===== config.mk =====
export PLATFORM = sky130hd
export DESIGN_NAME = seq_pattern_gen
export DESIGN_NICKNAME = d
export VERILOG_FILES = /design/src/rtl/seq_gen_pkg.sv /design/src/rtl/seq_down_cnt.sv /design/src/rtl/seq_pattern_gen.sv
export SDC_FILE = /design/constraint.sdc
export NUM_CORES = 1
export LEC_CHECK = 0
export ABC_CLOCK_PERIOD_IN_PS = 2700
export CAP_MARGIN = 20
export CORE_MARGIN = 1.5
export CORE_UTILIZATION = 54
export DETAILED_ROUTE_END_ITERATION = 12
export PLACE_DENSITY = 0.81
export SKIP_CTS_REPAIR_TIMING = 1
export SLEW_MARGIN = 15
export SYNTH_ARGS = -nofsm -noshare
export SYNTH_HDL_FRONTEND = slang
export SYNTH_SLANG_ARGS = --single-unit

===== constraint.sdc =====
create_clock -name clk -period 2.7 [get_ports clk]
set_input_delay 0.405 -clock clk [delete_from_list [all_inputs] [get_ports clk]]
set_output_delay 0.405 -clock clk [all_outputs]
set_load 0.01 [all_outputs]

===== src/rtl/seq_gen_pkg.sv =====
// seq_gen_pkg: shared types and constants for the serial pattern generator.
//   seq_state_e  - FSM state encoding (IDLE, SEND, GAP, DONE)
//   DEF_PAT      - default 4-bit pattern used by the 1101-style detectors
//   bit_cnt_w()  - width of a counter able to hold PAT_W-1
package seq_gen_pkg;

    typedef enum logic [1:0] {
        IDLE = 2'd0,
        SEND = 2'd1,
        GAP  = 2'd2,
        DONE = 2'd3
    } seq_state_e;

    // A PAT_W-bit frame needs a bit index from PAT_W-1 down to 0.
    function automatic int bit_cnt_w(input int pat_w);
        return (pat_w < 2) ? 1 : $clog2(pat_w);
    endfunction

    localparam int DEF_PAT_W = 4;
    localparam int DEF_CNT_W = 8;
    localparam int DEF_GAP_W = 4;
    localparam int DEF_BIT_W = bit_cnt_w(DEF_PAT_W);

    localparam logic [DEF_PAT_W-1:0] DEF_PAT = 4'b1101;

endpackage


===== src/rtl/seq_down_cnt.sv =====
// seq_down_cnt: loadable down-counter that saturates at zero.
//   clk, rst_n - clock, asynchronous active-low reset
//   clr        - force count to zero (highest priority)
//   load       - load load_val
//   dec        - decrement by one; ignored when count is already zero
//   count      - current value
//   is_zero    - count == 0
module seq_down_cnt #(
    parameter int W = 4
) (
    input  logic         clk,
    input  logic         rst_n,
    input  logic         clr,
    input  logic         load,
    input  logic [W-1:0] load_val,
    input  logic         dec,
    output logic [W-1:0] count,
    output logic         is_zero
);

    always_ff @(posedge clk or negedge rst_n) begin
        if (!rst_n) begin
            count <= '0;
        end else if (clr) begin
            count <= '0;
        end else if (load) begin
            count <= load_val;
        end else if (dec && (count != '0)) begin
            count <= count - 1'b1;
        end
    end

    assign is_zero = (count == '0);

endmodule


===== src/rtl/seq_pattern_gen.sv =====
// seq_pattern_gen: bit-serial pattern transmitter.
// Latches pattern/reps/gap on an accepted start, sends the pattern MSB-first
// reps times with gap zero-bits between frames, then pulses done.
//
// Handshake: start is a request sampled only in IDLE; it is accepted at the
// edge where state==IDLE and start==1, there is no ready signal, and busy
// plus the following done pulse tell the requester when a new start will be
// taken again (the cycle after done).
//
// Ports:
//   clk, rst_n   - clock, asynchronous active-low reset
//   start        - transfer request (IDLE only)
//   pattern      - frame bits, MSB first
//   reps         - number of frames (0 = no bits, immediate done)
//   gap          - zero-bit cycles between frames
//   abort        - cancel a transfer in SEND/GAP, no done pulse
//   x, x_valid   - serial data and qualifier (frame and gap bits)
//   frame_start  - first bit of each frame
//   busy         - in SEND or GAP
//   done         - one-cycle completion pulse
//   dbg_state    - current FSM state
module seq_pattern_gen
    import seq_gen_pkg::*;
#(
    parameter int PAT_W = DEF_PAT_W,
    parameter int CNT_W = DEF_CNT_W,
    parameter int GAP_W = DEF_GAP_W
) (
    input  logic             clk,
    input  logic             rst_n,
    input  logic             start,
    input  logic [PAT_W-1:0] pattern,
    input  logic [CNT_W-1:0] reps,
    input  logic [GAP_W-1:0] gap,
    input  logic             abort,
    output logic             x,
    output logic             x_valid,
    output logic             frame_start,
    output logic             busy,
    output logic             done,
    output logic [1:0]       dbg_state
);

    localparam int BIT_W = bit_cnt_w(PAT_W);

    seq_state_e       state;
    logic [PAT_W-1:0] shreg;
    logic [PAT_W-1:0] pat_q;
    logic [GAP_W-1:0] gap_len;
    logic             frame_start_q;

    logic [BIT_W-1:0] bit_cnt;
    logic             bit_zero;
    logic [CNT_W-1:0] rep_left;
    logic             rep_zero;
    logic [GAP_W-1:0] gap_cnt;
    logic             gap_zero;

    logic accept;
    logic kill;
    logic frame_end;
    logic last_frame;
    logic next_frame;

    assign accept     = (state == IDLE) && start && (reps != '0);
    assign kill       = abort && ((state == SEND) || (state == GAP));
    assign frame_end  = (state == SEND) && bit_zero && !abort;
    // rep_left is never zero in SEND; treating zero as "last" keeps the
    // counter from ever wrapping if that invariant were broken.
    assign last_frame = (rep_left == CNT_W'(1)) || rep_zero;
    assign next_frame = frame_end && !last_frame;

    seq_down_cnt #(.W(BIT_W)) u_bit_cnt (
        .clk      (clk),
        .rst_n    (rst_n),
        .clr      (kill),
        .load     (accept || next_frame),
        .load_val (BIT_W'(PAT_W - 1)),
        .dec      ((state == SEND) && !bit_zero),
        .count    (bit_cnt),
        .is_zero  (bit_zero)
    );

    seq_down_cnt #(.W(CNT_W)) u_rep_cnt (
        .clk      (clk),
        .rst_n    (rst_n),
        .clr      (kill),
        .load     (accept),
        .load_val (reps),
        .dec      (next_frame),
        .count    (rep_left),
        .is_zero  (rep_zero)
    );

    // gap_cnt counts the remaining gap cycles after the current one.
    seq_down_cnt #(.W(GAP_W)) u_gap_cnt (
        .clk      (clk),
        .rst_n    (rst_n),
        .clr      (kill),
        .load     (next_frame && (gap_len != '0)),
        .load_val (gap_len - 1'b1),
        .dec      ((state == GAP) && !gap_zero),
        .count    (gap_cnt),
        .is_zero  (gap_zero)
    );

    always_ff @(posedge clk or negedge rst_n) begin
        if (!rst_n) begin
            state         <= IDLE;
            shreg         <= '0;
            pat_q         <= '0;
            gap_len       <= '0;
            frame_start_q <= 1'b0;
        end else begin
            frame_start_q <= 1'b0;
            case (state)
                IDLE: begin
                    if (start) begin
                        if (reps != '0) begin
                            shreg         <= pattern;
                            pat_q         <= pattern;
                            gap_len       <= gap;
                            frame_start_q <= 1'b1;
                            state         <= SEND;
                        end else begin
                            state <= DONE;
                        end
                    end
                end
                SEND: begin
                    if (abort) begin
                        state   <= IDLE;
                        shreg   <= '0;
                        pat_q   <= '0;
                        gap_len <= '0;
                    end else if (bit_zero) begin
                        if (last_frame) begin
                            shreg <= '0;
                            state <= DONE;
                        end else begin
                            shreg <= pat_q;
                            if (gap_len == '0) begin
                                frame_start_q <= 1'b1;
                            end else begin
                                state <= GAP;
                            end
                        end
                    end else begin
                        shreg <= {shreg[PAT_W-2:0], 1'b0};
                    end
                end
                GAP: begin
                    if (abort) begin
                        state   <= IDLE;
                        shreg   <= '0;
                        pat_q   <= '0;
                        gap_len <= '0;
                    end else if (gap_zero) begin
                        frame_start_q <= 1'b1;
                        state         <= SEND;
                    end
                end
                DONE: begin
                    state <= IDLE;
                end
                default: begin
                    state <= IDLE;
                end
            endcase
        end
    end

    // Outputs decode registered state only; no input reaches an output
    // combinationally.
    assign x           = (state == SEND) && shreg[PAT_W-1];
    assign x_valid     = (state == SEND) || (state == GAP);
    assign busy        = (state == SEND) || (state == GAP);
    assign done        = (state == DONE);
    assign frame_start = frame_start_q;
    assign dbg_state   = state;

endmodule


==> results of run 1 <==
## stage by stage
stage / total power (W) / cells / hold WS, ns / setup slack, ns
finish: 0.002600 / 266 / 0.4411 / 0.1853
global route: 0.002813 / 266 / 0.4837 / 0.06620
CTS: 0.002604 / 266 / 0.4587 / 0.2051
detailed placement: 0.002323 / 259 / 0.4765 / 0.2985
global placement: 0.002253 / 259 / 0.4706 / 0.3932
floorplan: 0.001888 / 188 / 0.1094 / 0.3323
## synthesized netlist by cell type (3+ instances only)
cell type                   n
sky130_fd_sc_hd__nor2b_1    9
sky130_fd_sc_hd__nand2b_1   4
sky130_fd_sc_hd__inv_1     11
sky130_fd_sc_hd__nor2_1     5
sky130_fd_sc_hd__o21ai_0   14
sky130_fd_sc_hd__a31oi_1    6
sky130_fd_sc_hd__nor3_1     4
sky130_fd_sc_hd__or4_4      3
sky130_fd_sc_hd__xnor2_1    6
sky130_fd_sc_hd__dfrtp_1   29
sky130_fd_sc_hd__mux2i_1    4
sky130_fd_sc_hd__ha_1      10
sky130_fd_sc_hd__nand2_1    9
sky130_fd_sc_hd__a211oi_1   3
sky130_fd_sc_hd__mux2_2    12
sky130_fd_sc_hd__a21oi_1   14
## state kept, by name, summed over array words and instances, names as in the netlist
| signal | flops |
|---|---|
| gap_len | 4 |
| frame_start | 1 |
| u_rep_cnt.count | 8 |
| shreg | 4 |
| u_gap_cnt.count | 4 |
| dbg_state | 2 |
| pat_q | 4 |
| u_bit_cnt.count | 2 |
## cell families after synthesis
group,count (synthesis)
flip-flops,29
AND/OR/NAND/NOR,51
multiplexers,17
XOR/XNOR,8
buffers and inverters,18
adder cells (fa/ha/maj),10
AO/OA/AOI/OAI,55
## worst register-to-register path, delay by kind of cell (launching register included)
family                   cells  cell delay [ns]
AO/OA/AOI/OAI                3             0.49
AND/OR/NAND/NOR              3             0.49
adder cells (fa/ha/maj)      2             0.55
XOR/XNOR                     1             0.14
buffers and inverters        2             0.20
flip-flops                   1             0.46
## power groups by stage
stage               combinational, W  sequential [W]  clock [W]
floorplan                    0.00111        0.000775          0
global placement             0.00145        0.000800          0
detailed placement           0.00151        0.000813          0
CTS                          0.00153        0.000806   0.000272
global route                 0.00168        0.000834   0.000298
finish                       0.00152        0.000811   0.000264
## cell type report
type | count | area share
Multi-Input combinational cell | 141 | 0.4825
Tap cell | 46 | 0.02514
Sequential cell | 29 | 0.3169
Clock buffer | 7 | 0.02404
Inverter | 11 | 0.01803
Timing Repair Buffer | 32 | 0.1333
## path summary, 6_finish.rpt
check	to	cells after the start
hold / removal	u_rep_cnt.count[1]	2
setup / recovery	busy	4
setup reg to reg	u_gap_cnt.count[2]	11
hold reg to reg	pat_q[2]	1
min in group clk	pat_q[2]	1
max in group asynchronous	u_rep_cnt.count[6]	2
## layer usage
layer	vias up	global-route usage
met5	-	0
met4	0	0.05833
met3	8	0.07568
met2	47	0.4207
met1	760	0.3004
li1	751	-
==> summary by stage, run 1 <==
Drt
The number of vias per cell is 5.887. The post-detailed-route DRC marker count is 0. The uppermost metal layer occupied by signal nets is met4. In this run, the number of DRC markers left after iteration 0 of detailed routing was a little over 70. Summed over all nets, wire length on met2 after detailed routing comes to 2.133 mm. Dividing the detail-routed wire length by the instance count gives about 16 um. The via count of the routed design is ~1600. Before antenna repair, the detailed router went through 4 iterations. The detailed-routing wirelength on met1 is approximately 1.9 mm. The count of nets left with antenna violations once routing finished came out at 0. Detailed routing placed a total of approximately 240 um of wire on met3. The total detailed-routing wirelength is roughly 4.4 mm.

Logic synthesis
After synthesis, the cell types taking the most area are sky130_fd_sc_hd__dfrtp_1, sky130_fd_sc_hd__mux2_2, sky130_fd_sc_hd__ha_1, sky130_fd_sc_hd__a21oi_1, sky130_fd_sc_hd__o21ai_0. In this run, distinct cell masters in the synthesized netlist total 53. The number of flops mapped to enable cells by yosys is 0. The async set or reset register ratio after synthesis is 1.000. The sequential-to-total area share from yosys stat is 0.3793. Synthesis produced a netlist with a net count of between 200 and 250. The dominant cell type by area after synthesis is sky130_fd_sc_hd__dfrtp_1. Of the total synthesized cell area, the portion taken by full adders, half adders and majority gates is 0.06540. The multiplexer share of the synthesized area is 0.09745. The yosys synthesis warning count is 0. The netlist area before placement is about 0.0019 sq mm. The register bit total from synthesis is 29. In the synthesized netlist the dominant register cell turns out to be sky130_fd_sc_hd__dfrtp_1.

The compound-gate portion of the synthesized area came to 0.2106. The synthesized-area fraction occupied by xor and xnor cells is 0.03663. The share of synthesized area in the top cell type comes to 0.3793. Synthesis produced a netlist whose cell count is about 190. Dividing the synthesized area by the synthesized cell count gives slightly above 10 sq um. By area, the combinational part of the netlist is dominated by compound AO/OA/AOI/OAI gates. The simple-gate share of the synthesized area is 0.1674.

Cells and area
In the final layout, the multi-input gates occupy about 0.0011 sq mm. The fraction of layout cells with a size suffix above 1 is 0.1818. In the final layout, flip-flops and latches occupy about 730 sq um. The filler cells instantiated in the layout total roughly 290.

The commonest non-fill, non-tap cell in the layout is sky130_fd_sc_hd__dfrtp_1. 0 antenna diodes ended up in the layout. After the last flow step, the layout net total stands at 250. The final design area excluding fillers is roughly 0.0023 sq mm.

Compared with the post-synthesis result, the final layout area differs by 19.69%. In the layout the commonest cells are sky130_fd_sc_hd__dfrtp_1, sky130_fd_sc_hd__clkdlybuf4s50_1, sky130_fd_sc_hd__o21ai_0, sky130_fd_sc_hd__a21oi_1, sky130_fd_sc_hd__mux2_2. Once layout is complete, the utilization of the core stands at 0.6808.

Placed design
The total half-perimeter wirelength after legalization and detailed placement is between 3 and 4 mm. The final estimated routing congestion in global placement is ~0.85. Buffers placed on the I/O ports in this run total 26. Once placement finished, the instance area stood at around 0.0022 sq mm.

STA
The final number of max-transition violations was 0. In this run the tightest slew margin relative to its limit is 0.5529. The maximum clock skew at final layout is just under 0.009 ns. The highest attainable clock frequency is 397.7 MHz. The actual transition at the worst max-transition pin is around 0.66 ns.

The clock period minus final worst setup slack is 2.515 ns. Setup repair after global routing left no endpoint under its margin. Of the available clock period, the critical path in the final layout requires 0.9314. The final-report hold violation count is 0. Setup violations remaining at the end of the flow were counted as 0. The final total negative setup slack is 0 ns.

Clock network
The clock slew seen by the registers of the worst setup and hold paths is approximately 0.09 ns. The clock sink total is 29. TritonCTS built the clock tree. The number of buffers created by CTS is 5.

In this run the deepest clock path goes through 2 buffers. The clock latency on the worst-skew pair is around 0.33 ns. The H-tree depth is 2. The cell sitting at the root of the clock tree is a sky130_fd_sc_hd__clkbuf_4.

Die
The die area is approximately 0.0039 sq mm. The core region is about 0.0034 sq mm. The number of core rows is 21. The die is ~63 um wide. In this run the vertical extent of the chip is roughly 63 um. The I/O pin count is 27.

The initial utilization of the core area, before any placement, comes to 0.5688.

Run status
The flow ran to the end, and the final reports show no timing, DRC or antenna violations.

GRT
The initial antenna violation count is 0. The first global-routing pass estimated 7.500 mm of wire. The maximum number of pins on one net before global-route repair is 30. The final global-route overflow total is 0. In the global route stage, overall resource usage came out at 0.2446. The number of global-route vias before repair is ~1600.

Power and ir drop
The part of the power in the clock network is 0.102. The internal power component is roughly 0.0015 W. The analysis attributes to net switching a power of 0.001131 W.

The ratio of total power to cell area is between 1000 and 1500 mW/mm^2. Of the total power, combinational logic draws 0.587. The worst IR drop on VDD is 667.4 uV. Of the total power, the share spent switching nets is 0.4352. For this design the static power due to leakage is about 0.96 nW. The register share of total power is 0.312.

Worst setup path
The register-to-register setup slack is about 0.25 ns. Walking the worst path, the cells encountered are inv_1, ha_1, buf_4, clkdlybuf4s50_1. Along the worst path, the maximum fanout reaches 11. The launch point of the worst reg-to-reg path is dbg_state[1]. The arrival time of data at the critical path endpoint is ~2.1 ns. The slowest cell on the critical path is sky130_fd_sc_hd__clkdlybuf4s50_1.

The category of cells accounting for the largest share of critical-path delay is buffers and inverters. The worst setup path is captured at an output port. The worst stage delay on the critical path is 0.55 ns. The count of buffer and inverter cells on the critical path is 3. The worst setup path is of the flip-flop to output port kind. The first element of the critical path is dbg_state[1]. STA puts the critical path data required time at roughly 2.3 ns. The startpoint kind of the worst setup timing path is a flip-flop.

Hold path
The tightest min-delay check is of the primary input to asynchronous set/reset pin type.

Run
The max-capacitance violation count is 0.
No activity file was read; power rests on OpenSTA's default activity.
==> inputs of run 2 (changes only) <==
CTS_CLUSTER_DIAMETER = 40   (was not set)
==> results of run 2 <==
No change in the layout: final DEF, timing and power equal those of run 1.
==> inputs of run 3 (changes only) <==
TNS_END_PERCENT = 1   (was not set)
==> results of run 3 <==
No change in the layout: final DEF, timing and power equal those of run 1.
